<file path="src/rtl/moore_non_overlap_101111_pkg.sv">
// ---------------------------------------------------------------------------
// seq_det_pkg
// Shared definitions for the 101111 serial sequence detector.
//   STATE_W     : width of the binary state encoding
//   det_state_t : detector states S0 (no prefix) .. S6 (full match)
//   PATTERN     : the fixed pattern, MSB received first
//   is_match    : decodes the match state
// ---------------------------------------------------------------------------
package seq_det_pkg;

    localparam int STATE_W = 3;

    // Sn means "the last n bits are the first n bits of PATTERN".
    typedef enum logic [STATE_W-1:0] {
        S0 = 3'd0,
        S1 = 3'd1,
        S2 = 3'd2,
        S3 = 3'd3,
        S4 = 3'd4,
        S5 = 3'd5,
        S6 = 3'd6
    } det_state_t;

    localparam logic [5:0] PATTERN = 6'b101111;

    // True only in the full-match state. Invalid encodings never match.
    function automatic logic is_match(input det_state_t st);
        return (st == S6) ? 1'b1 : 1'b0;
    endfunction

endpackage

</file>
<file path="src/rtl/moore_non_overlap_101111_if.sv">
// ---------------------------------------------------------------------------
// moore_non_overlap_101111_if
// Serial link between a one-bit source and the sequence detector.
//   x : serial data bit, one per clock (source -> detector)
//   z : one-cycle match flag      (detector -> consumer)
// Modports:
//   master : the serial source / observer side
//   slave  : the detector side
// ---------------------------------------------------------------------------
interface moore_non_overlap_101111_if;

    logic x;
    logic z;

    modport master (
        output x,
        input  z
    );

    modport slave (
        input  x,
        output z
    );

endinterface

</file>
<file path="src/rtl/moore_non_overlap_101111.sv">
// ---------------------------------------------------------------------------
// moore_non_overlap_101111
// Moore FSM that flags the serial pattern 1-0-1-1-1-1 on x. The flag z is
// high for exactly one cycle, starting right after the edge that samples the
// sixth pattern bit. Detection is non-overlapping: after a match the search
// restarts from nothing.
// Ports:
//   clk : clock, all state changes on the rising edge
//   rst : asynchronous, active-low reset
//   bus : slave modport (x in, z out)
// ---------------------------------------------------------------------------
module moore_non_overlap_101111
    import seq_det_pkg::*;
(
    input  logic                         clk,
    input  logic                         rst,
    moore_non_overlap_101111_if.slave    bus
);

    det_state_t state_r;
    det_state_t next_state_s;
    logic       z_r;

    // State register and registered match flag. z_r is loaded from the
    // decode of the state being entered, so it is high exactly while
    // state_r holds S6 and is cleared asynchronously together with it.
    always_ff @(posedge clk or negedge rst) begin
        if (!rst) begin
            state_r <= S0;
            z_r     <= 1'b0;
        end else begin
            state_r <= next_state_s;
            z_r     <= is_match(next_state_s);
        end
    end

    // Next-state logic. A failing bit falls back to the longest proper
    // prefix of 101111 that is still a suffix of the received bits: a 0
    // after "101", "1011" or "10111" leaves "10" pending, hence S2.
    // S6 behaves like S0 so no bit of a match is reused.
    always_comb begin
        next_state_s = S0;
        case (state_r)
            S0: begin
                if (bus.x) next_state_s = S1;
                else       next_state_s = S0;
            end
            S1: begin
                if (bus.x) next_state_s = S1;
                else       next_state_s = S2;
            end
            S2: begin
                if (bus.x) next_state_s = S3;
                else       next_state_s = S0;
            end
            S3: begin
                if (bus.x) next_state_s = S4;
                else       next_state_s = S2;
            end
            S4: begin
                if (bus.x) next_state_s = S5;
                else       next_state_s = S2;
            end
            S5: begin
                if (bus.x) next_state_s = S6;
                else       next_state_s = S2;
            end
            S6: begin
                if (bus.x) next_state_s = S1;
                else       next_state_s = S0;
            end
            // Unused encoding 3'd7 recovers to idle on the next edge.
            default: begin
                next_state_s = S0;
            end
        endcase
    end

    assign bus.z = z_r;

endmodule

</file>
<file path="src/flat_wrapper.sv">
// flat-port wrapper written by rule: the top's interface ports become plain ports
module moore_non_overlap_101111_flat import seq_det_pkg::*;
  (clk, rst, bus_x, bus_z);
  moore_non_overlap_101111_if bus_i ();
  input  logic clk;
  input  logic rst;
  input wire logic [$bits(bus_i.x)-1:0] bus_x;
  output wire logic [$bits(bus_i.z)-1:0] bus_z;
  assign bus_i.x = bus_x;
  assign bus_z = bus_i.z;
  moore_non_overlap_101111 u_core (.clk(clk), .rst(rst), .bus(bus_i));
endmodule
</file>
<file path="config.mk">
export PLATFORM = sky130hd
export DESIGN_NAME = moore_non_overlap_101111_flat
export DESIGN_NICKNAME = d
export VERILOG_FILES = /design/src/rtl/moore_non_overlap_101111_pkg.sv /design/src/rtl/moore_non_overlap_101111_if.sv /design/src/rtl/moore_non_overlap_101111.sv /design/src/flat_wrapper.sv
export SDC_FILE = /design/constraint.sdc
export NUM_CORES = 1
export LEC_CHECK = 0
export BUFFER_PORTS_ARGS = -buffer_cell sky130_fd_sc_hd__buf_4
export CAP_MARGIN = 10
export CELL_PAD_IN_SITES_DETAIL_PLACEMENT = 1
export CELL_PAD_IN_SITES_GLOBAL_PLACEMENT = 2
export CORE_AREA = 2 2 39 41
export DETAILED_ROUTE_END_ITERATION = 8
export DIE_AREA = 0 0 41 43
export PLACE_DENSITY = 0.34
export SYNTH_ARGS = -nofsm -noshare
export SYNTH_HDL_FRONTEND = slang
export SYNTH_SLANG_ARGS = --single-unit
export TNS_END_PERCENT = 20
</file>
<file path="constraint.sdc">
create_clock -name clk -period 1.2 [get_ports clk]
set_clock_uncertainty 0.1 [all_clocks]
set_input_delay 0.18 -clock clk [delete_from_list [all_inputs] [get_ports clk]]
set_output_delay 0.18 -clock clk [all_outputs]
set_load 0.02 [all_outputs]
</file>
Word-level counts from Yosys, hierarchy flattened
Cells that the tools add are included.

word-level totals
  register bits = 4

cells by class
  equal/unequal tests = 7
  multiplexer cells = 8
  reductions and logical operators = 2

operator list
  kind                                            count
  one-hot mux 3 bit (6 select lines)              1
  == test 3 bit (second input constant)           4
  2-to-1 mux 3 bit                                3
  == test 3 x 2 -> 1 bit (second input constant)  2
  2-to-1 mux 2 bit                                2
  == test 3 x 1 -> 1 bit (second input constant)  1
  logical NOT 3 bit                               1
  2-to-1 mux 1 bit                                2
  OR reduction 2 bit                              1

Depth between registers and ports, before layout
Gate-level depths: netlist of run 1.

  depth after elaboration = 5
  gate-level depth with buffers = 3
  mapped depth without buffers = 3

Worst setup path before layout of run 1
OpenSTA, ideal clock, no wires.

  path kind = reg2reg
  start = reg u_core.state_r[1]
  end = reg u_core.state_r[1]
  clock period less this slack = 0.953 ns
  library setup time = 0.124 ns
  slack = 0.247 ns
  cell stages (with the launch flop) = 4
  data required time = 0.976 ns
  buffers on the path = 0
  arrival = 0.730 ns
  cells stage by stage = dfrtp_1 > and4bb_1 > a21oi_1 > o21ai_1

on the way
  word-level cells in the longest chain between the ends = 3
  elaborated cells between the ends (all ways) = 9

ends and longest elaborated chain
  item                                                line                            RTL
  start: declaration                                  moore_non_overlap_101111.sv:20  det_state_t state_r;
  start signal: assignment                            moore_non_overlap_101111.sv:32  state_r <= next_state_s;
  == test 3 bit or logical NOT 3 bit (tied branches)  moore_non_overlap_101111.sv:43  case (state_r)
  OR reduction 2 bit (no source line)                 --
  one-hot mux 3 bit (6 select lines) *                moore_non_overlap_101111.sv:43
  named net u_core.next_state_s[1]                    moore_non_overlap_101111.sv:21  det_state_t next_state_s;

Mark *: on every way through the listed nets, which the timed path passes. The rest lies on a longest branch.

Worst setup path after layout of run 1
Ends and elaborated chain as after synthesis.

==> results.txt, run 1 <==
* Flip-flop and latch count after synthesis: 4
- The floorplan has 14 rows.
- The wire-length estimate of the detail-placed layout is 271.4 um.
- The placed instances occupy a cell area of 215.2 um2.
* Antenna violations before repair: 0
* Post-layout utilization of the core: 0.1790
* Endpoints failing setup: 0
* Detailed-route wire length: 349 um
* Vias in the first global route: 184
- Via density per instance: 3.447
* Layout filler cell count: 162
- Number of nets with antenna violations after detailed routing: 0
- Worst hold path endpoint: u_core.state_r[1]
- 4 I/O pins were placed.
* Syn Std Cell Area: 172.7 um2
- Number of DRC markers in iteration 0: 0
- Clk root buf: sky130_fd_sc_hd__clkbuf_4
* Final design area excluding fillers: 247.7 um2
- Share of the yosys chip area belonging to registers: 0.5797
- Entering global routing, the biggest net connects 7 pins.
* Critical path launch point type: register
- Count of yosys warnings during synthesis: 0
- Overall die width: 41 um
* Clock buffers created by TritonCTS: 3
- Total core area: 1384 um2
- Synthesis produced 15 cells.
- Ratio of total power to cell area: about 1500 nW/um2
- In the finished design, the share of the clock period the worst path needs comes to 0.8476.
- A synthesized cell averages 11.51 um2.
- In this run the number of H-tree levels came out at 1.
- Ratio of cells with drive above 1 in the final layout: 0.3636
- Once placement completed, the tool counted placed cells totaling 34.
* Synthesized net count: 18
* Unrepaired setup endpoints after global routing: false
- Starting density of the core: 0.1248
- Endpoint of the most critical register-to-register path: u_core.state_r[1]
- TritonCTS built the clock tree.
* Routability-driven placement congestion ratio: ~0.57
* Area share of the largest cell type after synthesis: 0.5797
- Critical path class: register to register
- Number of sinks on the clock net: 4
* Synthesis-to-finish area growth: 43.48%
- Gates resized during post-CTS repair numbered 0.
- Critical R2R Launch: u_core.state_r[1]
- Of all cell types, the one taking the most synthesized area is sky130_fd_sc_hd__dfrtp_1.
- From bottom edge to top edge, the die measures 43 um.
- The worst path needs 1.017 ns of the cycle, external delays included.
- Final Non-Filler Cells: 38
- Derived from the worst setup path, the maximum achievable clock frequency is just under 1000 MHz.
- The clock passes through at most 2 buffers.
* Global-route total usage across every layer: 0.06439
- Yosys instantiated no cell more often than sky130_fd_sc_hd__dfrtp_1.
* Die footprint: between 1500 and 2000 um2
- The most used flip-flop cell after synthesis is sky130_fd_sc_hd__dfrtp_1.
- First-pass GRT wire length: between 600 and 700 um
* Port bufs: 3
- Tot Pwr: roughly 380 uW
- The startpoint identified for the worst hold timing path is bus_x.
* Number of max-capacitance violations reported: 0
- GR Overflow Total: 0
* Summed negative setup slack over all endpoints: 0 ns
- In the routed design, unresolved DRC markers number 0.
- At the pin with the least slew margin, the transition time is approximately 0.16 ns.
* Clock latency of the later-clocked register in the worst-skew pair: 0.23 ns
- The worst hold path was traced through 2 stages.
- Average detailed-routed wire length per instance: 9.184 um
* Relative slew slack: 0.8930
* Antenna Diode Count: 0
* Cell types occupying the most area after synthesis: sky130_fd_sc_hd__dfrtp_1 (58%), sky130_fd_sc_hd__and4bb_1 (7.2%), sky130_fd_sc_hd__a21oi_1 (5.8%), sky130_fd_sc_hd__nor2b_2 (5.1%), sky130_fd_sc_hd__and3_2 (4.3%)
- The run finished with clean final reports.
- Nets: 27
- For the worst flop-to-flop path, the logic depth is 3.
- Across all layers, the routed design uses 131 vias.
- The number of hold buffers added after CTS was 1.
* Register clock-pin slew on the reported worst setup and hold paths: 0.04 ns
- Worst ir drop on vdd: 0.2224 mV
* Leakage power of the design: roughly 0.00012 uW
- Number of flops mapped to enable cells by yosys: 0
- Max Fanout on Critical Path: 4
* Synth async-reset ratio: 1.000
* WP data arrival: 1.03 ns
* Router iterations before antenna repair: 1
- After clock tree synthesis, the setup repair step added 0 buffers.
- In this run the register-to-register setup slack is 0.18 ns.
- CP endpoint kind: register
* Most instantiated cells after synthesis: sky130_fd_sc_hd__dfrtp_1 (4), sky130_fd_sc_hd__a21oi_1 (2)
- The number of pins exceeding their max-slew limit in the final report is 0.
* CP Data Required Time: 1.21 ns
- Count of different cell masters after synthesis: 11
- The hold violation total from the final report is 0.
* Hold/Removal Path Class: primary input to register
-- final cells by class --
type / count / area, um2 / area share
multi-input cells: 10 / 68.82 / 0.2778
inverters: 1 / 3.754 / 0.01515
well taps: 16 / 20.02 / 0.08081
repair buffers: 4 / 32.53 / 0.1313
clock buffers: 3 / 22.52 / 0.09091
flip-flops and latches: 4 / 100.1 / 0.4040
-- placed cells by master, fill, tap and decap left out, drive strengths merged --
cell         instances
and3                 2
nor2b                1
dfrtp                4
a21oi                2
clkbuf               3
and4bb               1
dlygate4sd3          1
and2                 1
buf                  3
o21a                 1
o21ai                2
inv                  1
-- per-layer routing --
| layer | vias up | part of all wire | global-route usage |
|---|---|---|---|
| met4 | 0 | 0 | 0.1200 |
| met3 | 0 | 0.023 | 0 |
| met5 | - | 0 | 0 |
| met2 | 2 | 0.61 | 0.08750 |
| met1 | 62 | 0.36 | 0.05825 |
| li1 | 67 | - | - |
-- flip-flops by register name, summed over array words and instances (netlist names) --
signal,cells
u_core.state_r,3
u_core.bus.z,1
-- worst max-delay path, cell delays in order (launching register included) --
cell and delay (ns):
sky130_fd_sc_hd__dfrtp_1 0.40, sky130_fd_sc_hd__and4bb_1 0.21, sky130_fd_sc_hd__a21oi_1 0.11, sky130_fd_sc_hd__o21ai_1 0.07
-- through the flow --
stage                     worst slack [ns]  hold slack (ns)
final                               0.1829          0.05241
after global routing               0.07553          0.06943
after CTS                           0.1774          0.04691
after detailed placement            0.1838          -0.1194
after global placement              0.1850          -0.1222
after floorplan                     0.2467          -0.2156
-- power by group --
group	total [uW]	switching, uW	internal [uW]	leakage (uW)
logic	48.4	20.2	28.1	0.0000502
registers	169	17.1	152	0.0000523
clock network	165	53.6	112	0.0000138
-- cell families after synthesis --
kind of cell,after synthesis,synth area share
and+or+nand+nor,5,0.2392
buffers and inverters,1,0.02172
AOI/OAI and AO/OA,5,0.1594
DFF,4,0.5797
-- how the worst max path moves through the flow --
stage	from	to	slack (ns)
floorplan	u_core.state_r[1]	u_core.state_r[1]	0.25
global placement	u_core.state_r[2]	u_core.state_r[1]	0.18
detailed placement	u_core.state_r[1]	u_core.state_r[1]	0.18
CTS	u_core.bus.z	bus_z	0.18
global route	u_core.state_r[1]	u_core.state_r[1]	0.08
finish	u_core.state_r[1]	u_core.state_r[1]	0.18
No activity file was read; power rests on OpenSTA's default activity.
==> run 2, diff against run 1 <==
==> constraint.sdc (replaced) <==
create_clock -name clk -period 1 [get_ports clk]
set_clock_uncertainty 0.1 [all_clocks]
set_input_delay 0.15 -clock clk [delete_from_list [all_inputs] [get_ports clk]]
set_output_delay 0.15 -clock clk [all_outputs]
set_load 0.02 [all_outputs]
==> run 2 against run 1 <==
Compared with the run above:
- die area unchanged
- combinational power is 46% higher
- worst setup slack worse by 0.18 ns
- fmax rose by 2.2%
- core utilization increased by 1.1 points
- global-route usage is 0.20 points higher
- total power rose by 23%
- via count is 2.3% higher
- routed wire length rose by 2.0%
- sequential cell count unchanged
- sequential power is 20% higher
- clock power up 21%
==> results.txt, run 2 (synthesized netlist as in run 1, its figures left out) <==
- Result of the run: completed
- The first-pass GRT wire length came to 696 um (+3.0%).
- Nets: 28 (+3.7%)
* Hold slack: 0.02167 ns (-0.03073 ns)
- Overall die width: 41 um (unchanged)
* Max Slew Vio Count: 0 (unchanged)
- Routability-driven placement congestion ratio: 0.5686 (unchanged)
- Routing layer with the top usage in global route: met4
- The peak supply drop was 0.2693 mV (+21%).
* Final Non-Filler Cells: 39 (+2.6%)
- Count of endpoints failing hold in the final timing report: 0 (unchanged)
- Site Rows: 14 (unchanged)
- The worst setup path is launched from a register.
* Number of nets with antenna violations after detailed routing: 0 (unchanged)
- Number of buffers on the longest clock path: 2 (unchanged)
- The count of port buffers added during placement came to 3 (unchanged).
* Clk root buf: sky130_fd_sc_hd__clkbuf_4
* Global-route total usage across every layer: 0.06640 (+0.002012)
- Number of sinks on the clock net: 4 (unchanged)
* CP endpoint kind: register
* Post-layout utilization of the core: 0.1899 (+0.01085)
- Min cycle time layout: 0.9952 ns (-0.02187 ns)
- The overall power after layout was 472.6 uW (+23%).
- The number of DRC violations after detailed-routing iteration 0 is 0 (unchanged).
* Clock buffers created by TritonCTS: 3 (unchanged)
- Antenna violations before repair: 0 (unchanged)
- The count of maximum capacitance violations came to 0 (unchanged).
- The number of global-route vias before repair came to 180 (-2.2%).
- Top-level I/O count: 4 (unchanged)
- Clock tree from TritonCTS: built
- Maximum operating frequency: 1005 MHz (+2.2%)
* Total core area: 1384 um2 (unchanged)
* Number of H-tree branching levels: 1 (unchanged)
- Pin count of the biggest net entering global routing: 6 (-1)
- The placed instance count is 34 (unchanged).
- The overflow left after global routing is 0 (unchanged).
- The sum of net half-perimeters after detailed placement is 271.4 um (unchanged).
- The wire length per cell was 9.128 um (-0.61%).
- The critical path required time is 1.02 ns (-0.19 ns).
- The proportion of layout cells with a drive suffix above 1 is 0.4348 (+0.07115).
- The power per cell area came to 1799 nW/um2 (+16%).
- Met1 GRT Util: 0.06796 (+0.009709)
- Leakage power of the design: 0.0001226 uW (+5.4%)
* Drt drc: 0 (unchanged)
- Relative slew slack: 0.8863 (-0.006673)
* Critical path class: register to register
- Final design area excluding fillers: 262.8 um2 (+6.1%)
- Router iterations before antenna repair: 1 (unchanged)
* Unrepaired setup endpoints after global routing: true
* Actual slew at the worst max-slew pin: 0.1698 ns (+0.009241 ns)
- The worst-skew pair later-pin latency came to 0.23 ns (about the same).
* Die footprint: 1763 um2 (unchanged)
* Antenna Diode Count: 0 (unchanged)
- Layout filler cell count: 159 (-1.9%)
- The area growth from synthesis to layout is 52.17%.
* Number of flip-flops in the largest register: 3 (unchanged)
- Grt met2 use: 0.08438 (-0.003125)
- Commonest non-fill, non-tap cell in the layout: sky130_fd_sc_hd__dfrtp_1
- The detailed-route via count came to 134 (+2.3%).
- Detailed-route wire length: 356 um (+2.0%)
- Via density per instance: 3.436 (-0.33%)
- The data arrival time of the critical path came to 1.01 ns (-0.02 ns).
- The highest fanout seen on the critical path is 4 (unchanged).
* Commonest cells after routing, fill and taps aside: sky130_fd_sc_hd__dfrtp_1 (4), sky130_fd_sc_hd__clkbuf_4 (3), sky130_fd_sc_hd__buf_4 (3)
- The share of the clock period used by the worst path after layout was 0.9952 (+0.1476).
* Die Height: 43 um (unchanged)
- The effective utilization at floorplan was 0.1248 (unchanged).
- Hold/Removal Path Class: primary input to register
- Endpoints failing setup: 0 (unchanged)
- The routing usage on met3 came to 0 (unchanged).
- Register clock-pin slew on the reported worst setup and hold paths: 0.04 ns (about the same)
- More flip-flops sit in one register than any other, and that register is u_core.state_r.
* Instance area after placement: 215.2 um2 (unchanged)
==> run 2: timing repair <==
item                       4_1_cts  5_1_grt
setup endpoints to repair        1        4
hold buffers                     1        0
hold endpoints to repair         4        0
setup buffers                    1        0
gates resized for setup          0        2
pin swaps                        1        0
==> run 2: report_power, final <==
group          internal [uW]  switching, uW
clock                    134           65.4
sequential               182           20.0
combinational           41.6           28.9
total                    358            114
==> run 2: worst paths after layout <==
check                                   from                 to  slack (ns)  cells past startpoint
min reg2reg                u_core.state_r[0]       u_core.bus.z        0.51                      1
min in group asynchronous                rst  u_core.state_r[1]        0.15                      2
min                                    bus_x  u_core.state_r[1]        0.02                      2
max                        u_core.state_r[1]  u_core.state_r[1]       0.005                      3
max in group asynchronous                rst       u_core.bus.z        0.55                      2
max reg2reg                u_core.state_r[1]  u_core.state_r[1]       0.005                      3
==> run 2: final cells by class <==
class                      count  area, um2  share of cell area
sequential                     4      100.1              0.3810
tap                           16      20.02             0.07619
inverter                       1      3.754             0.01429
clock buffer                   3      22.52             0.08571
timing repair buffer           5      43.79              0.1667
multi-input combinational     10      72.57              0.2762
==> run 2: worst max-delay path, cell delays in order, from the launching register on <==
cell	delay (ns)
sky130_fd_sc_hd__dfrtp_1	0.40
sky130_fd_sc_hd__and4bb_1	0.21
sky130_fd_sc_hd__a21oi_2	0.10
sky130_fd_sc_hd__o21ai_1	0.07
==> run 2: routing by layer <==
| layer | vias to the layer above | share of wire |
|---|---|---|
| li1 | 69 | - |
| met1 | 63 | 0.39 |
| met2 | 2 | 0.58 |
| met3 | 0 | 0.020 |
| met4 | 0 | 0 |
| met5 | - | 0 |
==> run 2: metrics by stage <==
stage | setup TNS (ns) | setup slack, ns
final | 0 | 0.004797
after global placement | -0.03227 | -0.01501
after global routing | -0.1749 | -0.07105
after detailed placement | -0.01619 | -0.01619
after floorplan | 0 | 0.04675
after CTS | -0.01089 | -0.01089
